## src/rtl/int_pkg.sv

```systemverilog
// Shared constants and state encoding for the int_ctrl_seq interrupt controller.
package int_pkg;

    localparam int DEF_N_IRQ = 8;
    localparam logic [15:0] DEF_VEC_BASE = 16'h0010;
    localparam int DEF_VEC_STRIDE = 4;

    localparam logic [1:0] S_IDLE    = 2'd0;
    localparam logic [1:0] S_ARB     = 2'd1;
    localparam logic [1:0] S_PEND    = 2'd2;
    localparam logic [1:0] S_SERVICE = 2'd3;

    typedef enum logic [1:0] {
        IDLE    = S_IDLE,
        ARB     = S_ARB,
        PEND    = S_PEND,
        SERVICE = S_SERVICE
    } state_t;

endpackage

```

## src/rtl/prio_enc.sv

```systemverilog
// Highest-index-wins priority encoder: returns the index of the top set bit of req.
module prio_enc #(
    parameter int N  = 8,
    parameter int IW = $clog2(N)
) (
    input  logic [N-1:0]  req,
    output logic [IW-1:0] idx,
    output logic          valid
);

    always_comb begin
        idx   = '0;
        valid = 1'b0;
        // Ascending scan: the last set bit seen is the highest one.
        for (int i = 0; i < N; i++) begin
            if (req[i]) begin
                idx   = IW'(i);
                valid = 1'b1;
            end
        end
    end

endmodule

```

## src/rtl/int_ctrl_seq.sv

```systemverilog
// Device-side interrupt controller: edge detect, pending/mask/enable, arbitration, in-service tracking.
// Define INT_NESTED_EN to let a higher-index interrupt preempt the one being serviced.
module int_ctrl_seq
    import int_pkg::*;
#(
    parameter int                 N_IRQ      = DEF_N_IRQ,
    parameter int                 ADDR_W     = 16,
    parameter logic [ADDR_W-1:0]  VEC_BASE   = ADDR_W'(DEF_VEC_BASE),
    parameter int                 VEC_STRIDE = DEF_VEC_STRIDE,
    parameter int                 IDW        = $clog2(N_IRQ)
) (
    input  logic              clk,
    input  logic              reset,
    input  logic [N_IRQ-1:0]  irq,
    input  logic [N_IRQ-1:0]  maskIn,
    input  logic              MASKld,
    input  logic              MASKclr,
    input  logic              intEnable,
    input  logic              intDisable,
    input  logic              clrPend,
    input  logic              intRet,
    output logic              intPending,
    output logic [ADDR_W-1:0] hvpiAddr,
    output logic [IDW-1:0]    hvpiId,
    output logic [N_IRQ-1:0]  inService,
    output logic [1:0]        dbg_state
);

    // Handshake: intPending stays high from ARB->PEND until the cycle clrPend is
    // sampled in PEND; intRet is honoured only in SERVICE with inService != 0.

    state_t             state;
    logic [N_IRQ-1:0]   irq_prev;
    logic [N_IRQ-1:0]   pending;
    logic [N_IRQ-1:0]   mask;
    logic               global_en;

    logic [N_IRQ-1:0]   irq_rise;
    logic [N_IRQ-1:0]   eligible;
    logic [N_IRQ-1:0]   arb_req;
    logic [N_IRQ-1:0]   id_onehot;
    logic [N_IRQ-1:0]   pend_clr;
    logic [N_IRQ-1:0]   svc_after_ret;
    logic [IDW-1:0]     arb_idx;
    logic               arb_valid;
    logic [ADDR_W-1:0]  arb_addr;

    assign irq_rise  = irq & ~irq_prev;
    assign eligible  = pending & mask & {N_IRQ{global_en}};
    assign id_onehot = {{(N_IRQ-1){1'b0}}, 1'b1} << hvpiId;
    assign pend_clr  = (state == PEND && clrPend) ? id_onehot : '0;
    assign arb_addr  = VEC_BASE + ADDR_W'(VEC_STRIDE) * ADDR_W'(arb_idx);
    assign dbg_state = state;

`ifdef INT_NESTED_EN
    logic [IDW-1:0]   svc_idx;
    logic             svc_valid;
    logic [N_IRQ-1:0] above_svc;

    prio_enc #(.N(N_IRQ), .IW(IDW)) u_svc_enc (
        .req   (inService),
        .idx   (svc_idx),
        .valid (svc_valid)
    );

    // Only lines strictly above the top in-service line may preempt it.
    always_comb begin
        above_svc     = '1;
        svc_after_ret = inService;
        if (svc_valid) begin
            svc_after_ret[svc_idx] = 1'b0;
            for (int i = 0; i < N_IRQ; i++) begin
                above_svc[i] = (i > int'(svc_idx));
            end
        end
    end
    assign arb_req = eligible & above_svc;
`else
    assign arb_req       = eligible;
    assign svc_after_ret = '0;
`endif

    prio_enc #(.N(N_IRQ), .IW(IDW)) u_arb_enc (
        .req   (arb_req),
        .idx   (arb_idx),
        .valid (arb_valid)
    );

    always_ff @(posedge clk) begin
        if (reset) begin
            state      <= IDLE;
            irq_prev   <= '0;
            pending    <= '0;
            mask       <= '0;
            global_en  <= 1'b0;
            inService  <= '0;
            hvpiId     <= '0;
            hvpiAddr   <= VEC_BASE;
            intPending <= 1'b0;
        end else begin
            irq_prev <= irq;
            // A rising edge wins over an acknowledge clearing the same bit.
            pending  <= (pending & ~pend_clr) | irq_rise;

            if (MASKclr)
                mask <= '0;
            else if (MASKld)
                mask <= maskIn;

            if (intDisable)
                global_en <= 1'b0;
            else if (intEnable)
                global_en <= 1'b1;

            case (state)
                IDLE: begin
                    if (eligible != '0)
                        state <= ARB;
                end
                ARB: begin
                    if (arb_valid) begin
                        hvpiId     <= arb_idx;
                        hvpiAddr   <= arb_addr;
                        intPending <= 1'b1;
                        state      <= PEND;
                    end else if (inService != '0) begin
                        state <= SERVICE;
                    end else begin
                        state <= IDLE;
                    end
                end
                PEND: begin
                    if (clrPend) begin
                        inService  <= inService | id_onehot;
                        intPending <= 1'b0;
                        state      <= SERVICE;
                    end
                end
                SERVICE: begin
                    if (intRet && inService != '0) begin
                        inService <= svc_after_ret;
                        if (svc_after_ret == '0)
                            state <= IDLE;
`ifdef INT_NESTED_EN
                    end else if (arb_req != '0) begin
                        state <= ARB;
`endif
                    end
                end
                default: state <= IDLE;
            endcase
        end
    end

endmodule
```

## config.mk

```make
export PLATFORM = sky130hd
export DESIGN_NAME = int_ctrl_seq
export DESIGN_NICKNAME = d
export VERILOG_FILES = /design/src/rtl/int_pkg.sv /design/src/rtl/prio_enc.sv /design/src/rtl/int_ctrl_seq.sv
export SDC_FILE = /design/constraint.sdc
export NUM_CORES = 1
export LEC_CHECK = 0
export ABC_CLOCK_PERIOD_IN_PS = 1500
export CORE_ASPECT_RATIO = 2
export CORE_UTILIZATION = 45
export CTS_CLUSTER_DIAMETER = 80
export DETAILED_ROUTE_END_ITERATION = 8
export DONT_BUFFER_PORTS = 1
export HOLD_SLACK_MARGIN = 0.12
export PLACE_DENSITY = 0.58
export SETUP_SLACK_MARGIN = 0.5
export SLEW_MARGIN = 20
export SYNTH_ARGS = -nofsm -noshare
export SYNTH_HDL_FRONTEND = slang
export SYNTH_SLANG_ARGS = --single-unit
```

## constraint.sdc

```tcl
create_clock -name clk -period 1.5 [get_ports clk]
set_input_delay 0.375 -clock clk [delete_from_list [all_inputs] [get_ports clk]]
set_output_delay 0.375 -clock clk [all_outputs]
set_load 0.005 [all_outputs]
```

==> results of run 1 <==
[registers in the layout (all words and copies together), names as in the netlist, named ones only]
register and cells:
dbg_state 1, global_en 1, hvpiAddr 1, hvpiId 3, inService 8, intPending 1, irq_prev 8, mask 8
pending 8
[logic make-up after synthesis]
family | count (synthesis) | synth area share
simple gates | 63 | 0.192
compound gates | 42 | 0.180
other cells | 1 | 0.00226
buf+inv | 26 | 0.0943
mux | 8 | 0.0483
flops | 40 | 0.483
[area by class of cell]
type	instances	area, sq um	area share
Clock buffer	5	68.8	0.0349
Clock inverter	2	60.1	0.0304
Inverter	4	15.0	0.00761
Multi-Input combinational cell	125	807	0.409
Sequential cell	40	830	0.420
Tap cell	48	60.1	0.0304
Timing Repair Buffer	15	133	0.0672
[power by group]
group | total, uW | switching, uW | internal (uW)
clock | 1010 | 352 | 655
combinational | 106 | 49.0 | 56.7
sequential | 1120 | 25.3 | 1090
[metal layers]
| metal | part of all wire | global-route usage | wire (um) |
|---|---|---|---|
| met2 | 0.57 | 0.369 | 2000 |
| met3 | 0.050 | 0.0598 | 175 |
| met4 | 0.021 | 0.0854 | 74 |
| met1 | 0.35 | 0.165 | 1230 |
| met5 | 0 | 0 | 0 |
[cells in the final DEF, fill, tap and decap left out, drive strengths merged, types with 2 or more instances in the layout]
| master | Yosys | layout |
|---|---|---|
| a21oi | 12 | 12 |
| dfxtp | 40 | 40 |
| conb | 1 | 12 |
| nand3b | 2 | 2 |
| nor3 | 2 | 2 |
| a31oi | 2 | 2 |
| nand2b | 9 | 9 |
| nor2 | 14 | 14 |
| a32o | 5 | 5 |
| mux2i | 8 | 8 |
| bufinv | 0 | 2 |
| a22oi | 4 | 4 |
| buf | 18 | 15 |
| inv | 4 | 4 |
| nand2 | 17 | 17 |
| nor4 | 2 | 2 |
| clkbuf | 4 | 5 |
| nand3 | 3 | 3 |
| nor2b | 9 | 9 |
| or2 | 2 | 2 |
| o21ai | 14 | 14 |
[stage by stage]
stage | area [sq um] | util | power (uW) | std cells | hold slack, ns
3_5_place_dp | 1680 | 0.487 | 1240 | 222 | 0.443
5_1_grt | 1970 | 0.571 | 2300 | 239 | 0.133
4_1_cts | 1950 | 0.566 | 2230 | 238 | 0.135
3_3_place_gp | 1680 | 0.487 | 1230 | 222 | 0.441
2_1_floorplan | 1770 | - | 1260 | 191 | 0.447
6_report | 1970 | 0.571 | 2230 | 239 | 0.137
[what timing repair did]
action                                  4_1_cts  5_1_grt
resized for setup                            28        3
buffers inserted                              9        1
pin swaps                                    13        3
endpoints found under the setup margin       41       41
[cell usage after synthesis]
cell      instances
a22oi_1           3
nor2_1           14
buf_1             2
nor4_1            2
a32o_2            4
clkbuf_2          1
dfxtp_1          40
inv_1             3
a221oi_1          1
nand2b_2          1
a22oi_2           1
a31oi_1           2
nand4_1           1
o21ai_0          11
clkbuf_1          3
nor3b_1           1
a21oi_1          12
a32o_1            1
or2_2             2
conb_1            1
inv_2             1
o21bai_1          1
nor2b_1           9
o21ai_1           3
a22o_1            1
a211oi_2          1
nand3b_1          2
buf_2             1
nand2_1          17
nor3_1            2
buf_4            15
a41oi_4           1
nand3_1           3
mux2i_1           8
nand2b_1          8
nand4b_1          1
[how the worst min path moves through the flow]
stage                       from      endpoint  slack, ns  cells after the start
floorplan           inService[3]  inService[3]       0.45                      2
global placement           reset    intPending       0.44                      1
detailed placement         reset    intPending       0.44                      1
CTS                        reset    intPending       0.14                      1
global route               reset    intPending       0.13                      1
finish                     reset    intPending       0.14                      1
==> reports/metrics.cfg, run 1 <==
[yosys]
synth-seq-cells=40
ys_seq_area_frac=0.483
synth_top_cell_by_area=dfxtp_1
synth_area_sq_um=1660
synth.avg_cell_area_sq_um=9.21
synth.top_cells.by_area=dfxtp_1 48%, buf_4 6.8%, mux2i_1 4.8%
synth_top_area_frac=0.483
yosys_warnings=0
synth.distinct_cells=36
syn-instance-count=180

[route]
wire_per_inst_um=14.6
ant_nets=0
first_iter_violations=14
viasPerCell=5.26
drt_wl_total_um=3480
via_count=1256
drc=0
first_pass_iters=4

[critical_path]
start_kind=flop
cp-end-kind=flop
cp.buffers_inverters=0
crit_required_ns=1.69
path_max_fanout=4
crit_arrival_ns=1.51
critPathKind=flop to flop
cp.depth=5
slowest_stage=dfxtp_1
worst-r2r-cell-count=5
r2r-end=hvpiId[0]
reg2reg_slack_ns=0.18
rr_startpoint=pending[1]
critical_path.max_stage_delay_ns=0.33
cp-endpoint=hvpiId[0]
startpoint=pending[1]
path_cells=a22oi_1 > nand4_1 > nand2b_4 > a31oi_1 > a221oi_1
crit_family=compound AO/OA/AOI/OAI gates

[global_route]
grt_pass1_wl_um=5490
antenna_found_initial=0
grt_max_degree=27
gr-total-overflow=0
grtUsageTotal=0.191
grt_pass1_vias=1290

[final_layout]
drive_above_1_share=0.330
nFillCells=335
area_delta_synth_final_pct=19.0
antenna_cells=0
fin_nets=215

[clocking]
cts_made_buffers=5
cts-hold-fix-buffers=0
clk_pin_slew_ns=0.07
clkLatencyLatePin_ns=0.28
cts_tree=done
cts-root-buf=clkbuf_8
h-tree-depth=2
cts_sinks=40
clock_path_buffers=2

[place]
globalplace.congestion=0.765
place_hpwl_um=2650
dp_slack_ns=0.00789
placement.io_buffers=0

[status]
outcome=completed

[timing]
finalCritPeriodShare=0.877
rsz0062_at_grt=yes
timing.final.ws_setup_ns=0.185
finalSetupViolCount=0
max_freq_mhz=760
post-route-min-period_ns=1.32
fin_worst_skew_ns=0.00352
tns_ns=0
final_hold_viol_count=0
maxSlewViolCount=0

[floorplan]
pin_count=54
die_h_um=87.8
initial_core_util=0.480
die_width_um=44.9
coreArea_sq_um=3450
row_count=30
die_area_sq_um=3950

[power]
total_leakage_power_uw=0.000786
irDropWorstVdd_v=0.000898
p_per_area_nw_per_um2=1130

[min_path]
hold_path_class=input pin to flop

[job]
max_cap_violations=0

No activity file was read; power rests on OpenSTA's default activity.
==> run 2, diff against run 1 <==
- REMOVE_ABC_BUFFERS: not set -> 1
==> reports/metrics.cfg, run 2 (same netlist as run 1, synthesis figures left out) <==
[power]
total_leakage_power_uw=0.000835  ; +6.3%
irDropWorstVdd_v=0.000660  ; -26%
p_per_area_nw_per_um2=1050  ; -7.2%

[min_path]
hold_path_class=input pin to flop

[route]
first_iter_violations=6  ; -8
drt_wl_total_um=3480  ; +0.17%
via_count=1267  ; +0.88%
drc=0  ; unchanged
ant_nets=0  ; unchanged
wire_per_inst_um=14.2  ; -2.7%
first_pass_iters=4  ; unchanged
viasPerCell=5.15  ; -2.0%

[critical_path]
path_max_fanout=4  ; unchanged
crit_arrival_ns=1.53  ; +0.02 ns
cp.buffers_inverters=0  ; unchanged
start_kind=flop
cp-end-kind=flop
crit_family=compound AO/OA/AOI/OAI gates
path_cells=a22oi_2 > nand4_1 > nand2b_2 > a31oi_1 > a221oi_1
crit_required_ns=1.70  ; about the same
critPathKind=flop to flop
critical_path.max_stage_delay_ns=0.34  ; about the same
slowest_stage=dfxtp_2

[timing]
max_freq_mhz=753  ; -0.98%
finalCritPeriodShare=0.886  ; +0.00871
finalSetupViolCount=0  ; unchanged
final_hold_viol_count=0  ; unchanged
maxSlewViolCount=0  ; unchanged
post-route-min-period_ns=1.33  ; +0.0131 ns
rsz0062_at_grt=yes
timing.final.ws_setup_ns=0.172  ; -0.0131 ns
fin_worst_skew_ns=0.00243  ; -0.00109 ns

[clocking]
clkLatencyLatePin_ns=0.29  ; about the same
cts-hold-fix-buffers=0  ; unchanged
cts_sinks=40  ; unchanged
clk_pin_slew_ns=0.07  ; about the same
clock_path_buffers=2  ; unchanged
cts_made_buffers=5  ; unchanged
h-tree-depth=2  ; unchanged
cts_tree=done
cts-root-buf=clkbuf_8

[floorplan]
die_h_um=87.8  ; unchanged
coreArea_sq_um=3450  ; unchanged
die_area_sq_um=3950  ; unchanged
initial_core_util=0.480  ; unchanged
pin_count=54  ; unchanged
die_width_um=44.9  ; unchanged
row_count=30  ; unchanged

[place]
place_hpwl_um=2480  ; -6.2%
globalplace.congestion=0.766  ; +0.14%
placement.io_buffers=0  ; unchanged
dp_slack_ns=-0.0362  ; -0.0441 ns

[final_layout]
area_delta_synth_final_pct=25.0
fin_nets=221  ; +2.8%
final_common_cell=dfxtp_1
layout_common_cells=23 x dfxtp_1, 14 x nor2_1, 12 x dfxtp_2, 12 x conb_1
antenna_cells=0  ; unchanged
fin_util=0.600  ; +0.0286
drive_above_1_share=0.394  ; +0.0641

[global_route]
antenna_found_initial=0  ; unchanged
gr-usage-met3=0.0598  ; unchanged
grt_busiest_layer=met2
grt_pass1_wl_um=5420  ; -1.4%
grt_max_degree=27  ; unchanged
use_met2=0.335  ; -0.0343
gr-total-overflow=0  ; unchanged
grtUsageTotal=0.187  ; -0.00385
met1_usage=0.183  ; +0.0187
grt_pass1_vias=1255  ; -2.7%

[status]
outcome=completed

[job]
max_cap_violations=0  ; unchanged

-- run 2: changes by cell type in the layout (fill, tap and decap cells not counted), moves of 2 or more --
cell / before / now
nand2_2: 4 / 6
dfxtp_4: 3 / 5
nor4_4: 0 / 2
nand2_1: 13 / 11
clkbuf_8: 5 / 7
dfxtp_2: 14 / 12
nor4_2: 2 / 0
buf_6: 3 / 10
o21ai_1: 9 / 6
o21ai_2: 3 / 6
-- run 2: what timing repair did --
| item | CTS | global route |
|---|---|---|
| endpoints found under the setup margin | 41 | 41 |
| pin swaps | 22 | 7 |
| gates resized for setup | 55 | 10 |
| setup buffers | 9 | 2 |
-- run 2: final timing paths --
| kind | from | endpoint | slack [ns] | cells past startpoint |
|---|---|---|---|---|
| max | pending[6] | hvpiId[0] | 0.17 | 5 |
| min | reset | hvpiId[1] | 0.14 | 1 |
| max reg2reg | pending[6] | hvpiId[0] | 0.17 | 5 |
| min reg2reg | irq_prev[4] | pending[4] | 0.48 | 2 |
-- run 2: layout make-up --
cell class	instances	area, sq um
Timing Repair Buffer	21	195
Multi-Input combinational cell	125	841
Tap cell	48	60.1
Fill cell	344	1380
Clock inverter	1	30.0
Clock buffer	7	96.3
Inverter	4	15.0
Sequential cell	40	835
-- run 2: power by group --
group | switching [uW] | leakage [uW] | internal (uW)
Combinational | 48.7 | 0.000434 | 60.6
Clock | 361 | 0.0000645 | 587
Sequential | 27.2 | 0.000337 | 1090
Total | 437 | 0.000835 | 1740
-- run 2: layer usage --
layer	routed length (um)	up-vias
met5	0	-
met4	63	0
met3	139	6
met2	1940	35
met1	1340	595
li1	-	631
-- run 2: metrics by stage --
| stage | hold WS [ns] | area (sq um) | total power, uW | setup TNS [ns] | std cells |
|---|---|---|---|---|---|
| floorplan | 0.444 | 1560 | 1210 | 0 | 169 |
| global placement | 0.450 | 1690 | 1230 | 0 | 227 |
| detailed placement | 0.450 | 1690 | 1230 | -0.0686 | 227 |
| CTS | 0.125 | 2030 | 2200 | 0 | 244 |
| global route | 0.122 | 2070 | 2250 | 0 | 246 |
| finish | 0.138 | 2070 | 2170 | 0 | 246 |
